$ cat config.mk
export PLATFORM = sky130hd
export DESIGN_NAME = dfd_trace_capture_flat
export DESIGN_NICKNAME = d
export VERILOG_FILES = /design/src/rtl/dfd_trace_capture_if.sv /design/src/rtl/dfd_trace_capture.sv /design/src/flat_wrapper.sv
export SDC_FILE = /design/constraint.sdc
export NUM_CORES = 1
export LEC_CHECK = 0
export CAP_MARGIN = 20
export CELL_PAD_IN_SITES_DETAIL_PLACEMENT = 1
export CELL_PAD_IN_SITES_GLOBAL_PLACEMENT = 1
export CORE_MARGIN = 2
export CORE_UTILIZATION = 55
export CTS_CLUSTER_DIAMETER = 100
export CTS_CLUSTER_SIZE = 30
export DETAILED_ROUTE_END_ITERATION = 10
export DONT_BUFFER_PORTS = 1
export PLACE_DENSITY_LB_ADDON = 0.1
export REMOVE_ABC_BUFFERS = 1
export SLEW_MARGIN = 25
export SYNTH_ARGS = -nofsm -noshare
export SYNTH_HDL_FRONTEND = slang
export SYNTH_SLANG_ARGS = --single-unit
export TNS_END_PERCENT = 20
$ cat constraint.sdc
create_clock -name clk -period 4.3 [get_ports clk]
set_input_delay 1.075 -clock clk [delete_from_list [all_inputs] [get_ports clk]]
set_output_delay 1.075 -clock clk [all_outputs]
set_load 0.02 [all_outputs]
$ cat src/rtl/dfd_trace_capture_if.sv
// Trace capture bus: trigger/trace sampling inputs, readout port and status.
// master drives stimulus and readout requests; slave is the capture buffer.
interface dfd_trace_capture_if #(
  parameter int DW    = 32,
  parameter int DEPTH = 16
);
  localparam int CW = $clog2(DEPTH) + 1;

  logic          trigger;
  logic [DW-1:0] trace;
  logic          arm;
  logic          rd_req;
  logic [DW-1:0] rd_data;
  logic          rd_valid;
  logic [1:0]    state;
  logic [CW-1:0] count;
  logic          rd_empty;

  modport master (
    output trigger, trace, arm, rd_req,
    input  rd_data, rd_valid, state, count, rd_empty
  );

  modport slave (
    input  trigger, trace, arm, rd_req,
    output rd_data, rd_valid, state, count, rd_empty
  );
endinterface

$ cat src/rtl/dfd_trace_capture.sv
// Circular debug trace buffer: free-runs while armed, stops POST_TRIG
// samples after a trigger, then reads out oldest-first.
module dfd_trace_capture #(
  parameter int DW        = 32,
  parameter int DEPTH     = 16,
  parameter int POST_TRIG = 8
) (
  input logic                clk,
  input logic                reset,
  dfd_trace_capture_if.slave bus
);
  localparam int AW = $clog2(DEPTH);
  localparam int CW = AW + 1;

  typedef enum logic [1:0] {
    IDLE  = 2'd0,
    ARMED = 2'd1,
    POST  = 2'd2,
    DONE  = 2'd3
  } state_t;

  state_t        st_q, st_n;
  logic [AW-1:0] wr_q, wr_n;
  logic [AW-1:0] rd_q, rd_n;
  logic [CW-1:0] cnt_q, cnt_n;
  logic [AW-1:0] post_q, post_n;
  logic [DW-1:0] rdat_q, rdat_n;
  logic          rv_q, rv_n;
  logic          we;

  logic [DW-1:0] mem [DEPTH];

  always_comb begin
    st_n   = st_q;
    wr_n   = wr_q;
    rd_n   = rd_q;
    cnt_n  = cnt_q;
    post_n = post_q;
    rdat_n = rdat_q;
    rv_n   = 1'b0;
    we     = 1'b0;
    unique case (st_q)
      IDLE: begin
        if (bus.arm) begin
          st_n  = ARMED;
          wr_n  = '0;
          cnt_n = '0;
        end
      end
      ARMED, POST: begin
        we   = 1'b1;
        wr_n = wr_q + 1'b1;
        if (cnt_q != CW'(DEPTH))
          cnt_n = cnt_q + 1'b1;
        if (st_q == ARMED) begin
          if (bus.trigger) begin
            post_n = AW'(POST_TRIG);
            st_n   = POST;
          end
        end else begin
          post_n = post_q - 1'b1;
          if (post_q == AW'(1)) begin
            st_n = DONE;
            // oldest word sits count entries behind the write pointer
            rd_n = wr_n - cnt_n[AW-1:0];
          end
        end
      end
      DONE: begin
        if (bus.arm) begin
          st_n  = ARMED;
          wr_n  = '0;
          cnt_n = '0;
        end else if (bus.rd_req && cnt_q != '0) begin
          rv_n   = 1'b1;
          rdat_n = mem[rd_q];
          rd_n   = rd_q + 1'b1;
          cnt_n  = cnt_q - 1'b1;
        end
      end
      default: st_n = IDLE;
    endcase
  end

  always_ff @(posedge clk) begin
    if (reset) begin
      st_q   <= IDLE;
      wr_q   <= '0;
      rd_q   <= '0;
      cnt_q  <= '0;
      post_q <= '0;
      rdat_q <= '0;
      rv_q   <= 1'b0;
    end else begin
      st_q   <= st_n;
      wr_q   <= wr_n;
      rd_q   <= rd_n;
      cnt_q  <= cnt_n;
      post_q <= post_n;
      rdat_q <= rdat_n;
      rv_q   <= rv_n;
    end
  end

  always_ff @(posedge clk) begin
    if (we && !reset)
      mem[wr_q] <= bus.trace;
  end

  assign bus.rd_data  = rdat_q;
  assign bus.rd_valid = rv_q;
  assign bus.state    = st_q;
  assign bus.count    = cnt_q;
  assign bus.rd_empty = (cnt_q == '0);
endmodule

$ cat src/flat_wrapper.sv
// flat-port wrapper written by rule: the top's interface ports become plain ports
module dfd_trace_capture_flat 
#(
  parameter int DW        = 32,
  parameter int DEPTH     = 16,
  parameter int POST_TRIG = 8
)
  (clk, reset, bus_trigger, bus_trace, bus_arm, bus_rd_req, bus_rd_data, bus_rd_valid, bus_state, bus_count, bus_rd_empty);
  dfd_trace_capture_if #(.DW(DW), .DEPTH(DEPTH)) bus_i ();
  input logic clk;
  input logic reset;
  input wire logic [$bits(bus_i.trigger)-1:0] bus_trigger;
  input wire logic [$bits(bus_i.trace)-1:0] bus_trace;
  input wire logic [$bits(bus_i.arm)-1:0] bus_arm;
  input wire logic [$bits(bus_i.rd_req)-1:0] bus_rd_req;
  output wire logic [$bits(bus_i.rd_data)-1:0] bus_rd_data;
  output wire logic [$bits(bus_i.rd_valid)-1:0] bus_rd_valid;
  output wire logic [$bits(bus_i.state)-1:0] bus_state;
  output wire logic [$bits(bus_i.count)-1:0] bus_count;
  output wire logic [$bits(bus_i.rd_empty)-1:0] bus_rd_empty;
  assign bus_i.trigger = bus_trigger;
  assign bus_i.trace = bus_trace;
  assign bus_i.arm = bus_arm;
  assign bus_i.rd_req = bus_rd_req;
  assign bus_rd_data = bus_i.rd_data;
  assign bus_rd_valid = bus_i.rd_valid;
  assign bus_state = bus_i.state;
  assign bus_count = bus_i.count;
  assign bus_rd_empty = bus_i.rd_empty;
  dfd_trace_capture #(.DW(DW), .DEPTH(DEPTH), .POST_TRIG(POST_TRIG)) u_core (.clk(clk), .reset(reset), .bus(bus_i));
endmodule
## After elaboration in Yosys (flattened, before gate mapping)

Memories as Yosys holds them, arrays and structs flattened. A register that Yosys moved wholly into a read port is not among the register bits.
Cells that the tools add are included.

- Add/subtract/negate cells: 6
- Equal/unequal tests: 16
- Multiplexer cells: 24
- Bitwise logic cells: 2
- Reductions and logical operators: 16

Operator list:

| kind | number |
|---|---|
| two-way mux 4 bit | 7 |
| two-way mux 5 bit | 5 |
| one-hot mux 4 bit (2 select lines) | 2 |
| one-hot mux 5 bit (3 select lines) | 1 |
| AND reduction 3 bit | 3 |
| adder 4 x 1 -> 4 bit, second input constant | 2 |
| two-way mux 2 bit | 4 |
| != test 2 x 1 -> 1 bit, second input constant | 4 |
| != test 2 bit, second input constant | 4 |
| adder 5 x 1 -> 5 bit, second input constant | 1 |
| zero test 5 bit | 1 |
| != test 5 bit, second input constant | 1 |
| AND reduction 5 bit | 1 |
| nonzero test 5 bit | 1 |
| subtractor 5 x 1 -> 5 bit, second input constant | 1 |
| equality test 2 bit, second input constant | 2 |
| equality test 4 x 1 -> 1 bit, second input constant | 1 |
| two-way mux 1 bit | 4 |
| one-hot mux 2 bit (2 select lines) | 1 |
| AND reduction 2 bit | 2 |
| OR reduction 2 bit | 2 |
| subtractor 4 x 1 -> 4 bit, second input constant | 1 |
| subtractor 4 bit | 1 |
| != test 3 x 1 -> 1 bit, second input constant | 1 |
| 9 further kinds | 11 |

- Register bits after elaboration: 20
- Memory bits (writable): 512
- Input port bits: 37
- Output and inout bits: 41
- Word-level logic and storage cells: 72
- Memories kept: 1

Memory list:

| memory | depth | bits a word | rd ports | clocked after Yosys merged registers in | write ports | line | RTL |
|---|---|---|---|---|---|---|---|
| u_core.mem | 16 | 32 | 1 | 1 | 1 | dfd_trace_capture.sv:31 | `logic [DW-1:0] mem [DEPTH];` |

## Longest topological paths before layout

- Word-level depth: 7
- Gate-level depth with buffers: 12
- Depth with buffers taken out: 12

## Least setup slack after synthesis

No wires, ideal clock.

- Path kind: register -> register
- Start: register u_core.st_q[0] (netlist: u_core.bus.state[0])
- End: memory u_core.mem[0][0], enable pin
- Library setup time: 0.392 ns
- Data arrival time: 2.524 ns
- Data required time: 3.908 ns
- Setup slack: 1.384 ns
- Cell stages (with the launch flop): 7
- Path buffers: 1
- Period minus slack after synthesis: 2.916 ns
- Cells stage by stage: dfxtp_1 inv_1 ha_1 clkbuf_1 inv_1 nor4_1 and2_1

- Cells in the longest elaborated chain, start to end: 6
- Elaborated cells on any way between the ends: 7
- Those cells by class: eq/ne: 2; mux: 3; reduce/logical: 2

RTL lines:

| what | line | RTL |
|---|---|---|
| start: declaration | dfd_trace_capture.sv:22 | `state_t st_q, st_n;` |
| start signal: assignment | dfd_trace_capture.sv:95 | `st_q <= st_n;` |
| equality test 2 bit or equality test 2 x 1 -> 1 bit (tied branches) | dfd_trace_capture.sv:42 | `unique case (st_q)` |
| OR reduction 2 bit * | dfd_trace_capture.sv:42 |  |
| two-way mux 1 bit * | dfd_trace_capture.sv:42 |  |
| logical AND 1 bit * | dfd_trace_capture.sv:106 | `if (we && !reset)` |
| two-way mux 1 bit * | dfd_trace_capture.sv:106 |  |
| two-way mux 1 bit (not written as such) * | dfd_trace_capture.sv:107 | `mem[wr_q] <= bus.trace;` |
| end: declaration | dfd_trace_capture.sv:31 |  |

Mark *: on every way between the ends. The rest lies on a longest branch, timed or not.

## Worst setup path in the final report

- Start: register u_core.st_q[0] (netlist: u_core.bus.state[0])
- End: memory u_core.mem[4][27], enable pin

The elaborated chain is that of the path after synthesis.

==> run summary <==
Post CTS Setup Buffer Count: 0
CP Capture Point: u_core.mem[4][27]
Worst Setup Start Kind: flip-flop
CP startpoint: u_core.bus.state[0]
Die footprint: 41390 sq um
Layout Nets: 1108
Initial antenna violation count: 0
Fmax: 297.6 MHz
Max Slew Vio Count: 0
WS Path Type: flip-flop to flip-flop
Clk_lat worst skew: 560 ps
Slowest cell on crit path: and2_2
Synth Flop Type: edfxtp_1
Slew HR: 30.76%
Vias/cell: 6.263
Pwr Density: 493.0 nW/um^2
Commonest non-fill, non-tap cell in the layout: edfxtp_1
HPWL after DPL: 29850 um
Post-synth EDFFs: 512
Hold crit path type: flip-flop to flip-flop
Antenna viol nets, final: 0
Crit path required time: 4560 ps
Yosys Warn Count: 0
Synth area leader: edfxtp_1
Slew @ Worst Pin: 1039 ps
CTS root buf: clkbuf_16
TritonRoute pass-1 iters: 5
Status: finished clean
Congestion Overflow GR: 0
Crit-path leading delay family: simple AND/OR/NAND/NOR gates
R2r setup slk: 940 ps
Total clock sinks: 564
Die H: 203.4 um
Asr flop ratio synth: 0%
Worst R2R End: u_core.mem[4][27]
Die X: 203.4 um
RSZ-0062 raised after global routing: false
Critical Path AT: 3620 ps
Max rail drop VDD: 261.6 uV
Reg2Reg Depth: 9
Largest cells by area after synthesis: edfxtp_1 (70%), mux4_2 (13%), dfxtp_1 (4.8%)
Kind of end point of the critical path: flip-flop
DR WL/cell: 29.25 um
Tcrit/Tclk final: 78.13%
Mean Syn Cell Area: 20.84 sq um
Syn Inst Count: 1050
FF-to-FF Start: u_core.bus.state[0]
Max Cap Viol: 0
CP max FO: 18
Core Area: 39460 sq um
Layout Utilization: 59.02%
All-Layer GR Usage: 23.24%
WP depth: 9
Final hold vios: 0
Final setup vio count: 0
H-tree Lvls: 1
Power Total: 11.48 mW
Residual DRC count: 0
FP Rows: 73
Register area share after synthesis: 75.03%
Pleak: 7.183 nW
Share of cells above drive strength 1: 20.04%
CP Cell Sequence: inv_1 -> ha_1 -> buf_4 -> inv_1 -> nor2_1 -> nand2_1 -> nor2_1 -> and2_2 -> buf_4
Area Growth Syn to Fin: 6.451%
WL final: 46600 um
CP bufs+invs: 4
Largest net degree at the start of global routing: 51
Synth top area share: 70.27%
Vias in the first global route: 10.64k
Clk pin slew, worst setup/hold paths: 110 ps
First-pass GRT wire length: 70740 um
Clock buffer depth: 3
Port Buffer Count: 0
Delay of the slowest critical-path stage: 610 ps
Initial Util: 55.45%
Initial DRC Count: 805
Most frequent cells in the layout: edfxtp_1 (512), mux4_2 (128), mux2i_1 (65), dfxtp_1 (49), o22ai_1 (35)
# diodes: 0
Post-CTS sizing: 0
Period minus WS final: 3360 ps
CTS Buf Count: 22
Placer Congestion: 0.7767
CTS tree: yes
Total number of vias: 9977
Cell variety after synth: 50
# hold bufs at CTS: 0
Final Skew: 15.15 ps
Synth Cell Area: 21880 sq um
Synth Register Bits: 564
Top-Level Pins: 78
-- worst reg2reg max path, cell delays in order (launching register included) --
cell and delay (ps):
dfxtp_1 550, inv_1 140, ha_1 310, buf_4 210, inv_1 160, nor2_1 390
nand2_1 120, nor2_1 210, and2_2 610, buf_4 340
-- worst min-delay path by stage --
stage,startpoint,end,slack (ps),depth (start not counted)
after floorplan,u_core.post_q[3],u_core.post_q[3],440,1
after global placement,u_core.post_q[3],u_core.post_q[3],460,1
after detailed placement,u_core.post_q[3],u_core.post_q[3],470,1
after CTS,u_core.post_q[3],u_core.post_q[3],490,1
after global routing,u_core.post_q[3],u_core.post_q[3],520,1
final,u_core.post_q[3],u_core.post_q[3],480,1
-- per-layer routing --
layer,vias up,share of wire [%],track usage (%)
met3,32,5.9,2.860
met5,-,0,0
met1,5380,45,36.68
met4,0,0.92,2.946
met2,260,48,36.41
li1,4305,-,-
-- report_power, final --
group          switching (mW)  internal, mW
combinational            1.25          1.21
sequential              0.258          6.17
clock                    1.57          1.03
-- per-stage QoR --
stage	hold WS [ps]	setup slack, ps	cell area [sq um]	cells	setup TNS (ps)
4_1_cts	490.9	982.4	23290	1593	0
2_1_floorplan	435.6	-2262	21560	997	-79850
5_1_grt	524.9	745.0	23290	1593	0
6_report	482.6	940.2	23290	1593	0
3_3_place_gp	463.3	1180	22650	1553	0
3_5_place_dp	473.2	1044	22650	1553	0
-- synth_stat cells, types with 3 or more instances --
master      n
edfxtp_1  512
mux4_2    128
mux2i_1    65
dfxtp_1    52
o22ai_1    35
a21o_1     33
buf_2      28
a21oi_1    21
nor2_1     20
ha_1       18
inv_1      17
and2_1     16
buf_6      11
nand2_1    11
clkbuf_1    9
xnor2_1     6
buf_1       5
nand3_1     5
nand2b_1    4
nand3b_1    4
nor3b_1     4
a311oi_1    3
nor2b_1     3
nor3_1      3
o21ai_0     3
o21ai_1     3
-- logic make-up (layout without fill, tap and decap cells) --
| group | count (synthesis) | count (layout) | synth area share [%] |
|---|---|---|---|
| multiplexers | 194 | 194 | 16.20 |
| adder cells (fa/ha/maj) | 19 | 19 | 1.121 |
| buffers and inverters | 70 | 88 | 1.739 |
| flip-flops | 564 | 564 | 75.03 |
| XOR/XNOR | 8 | 8 | 0.3203 |
| AO/OA/AOI/OAI | 113 | 113 | 3.466 |
| AND/OR/NAND/NOR | 82 | 82 | 2.122 |
-- layout make-up --
cell class                      count  area (sq um)
Timing Repair Buffer               31         382.9
Tap cell                          525         656.9
Multi-Input combinational cell    416          5115
Inverter                           17         63.81
Sequential cell                   564         16430
Clock buffer                       39         635.6
Clock inverter                      1         8.758
Fill cell                        3319         16170
-- state kept, by name, summed over array words and instances (netlist names) --
name / flops
u_core.mem: 512
u_core.bus.rd_data: 32
u_core.bus.count: 5
u_core.post_q: 4
u_core.rd_q: 4
u_core.wr_q: 4
u_core.bus.state: 2
u_core.bus.rd_valid: 1
Power figures use the tool's default switching activity.
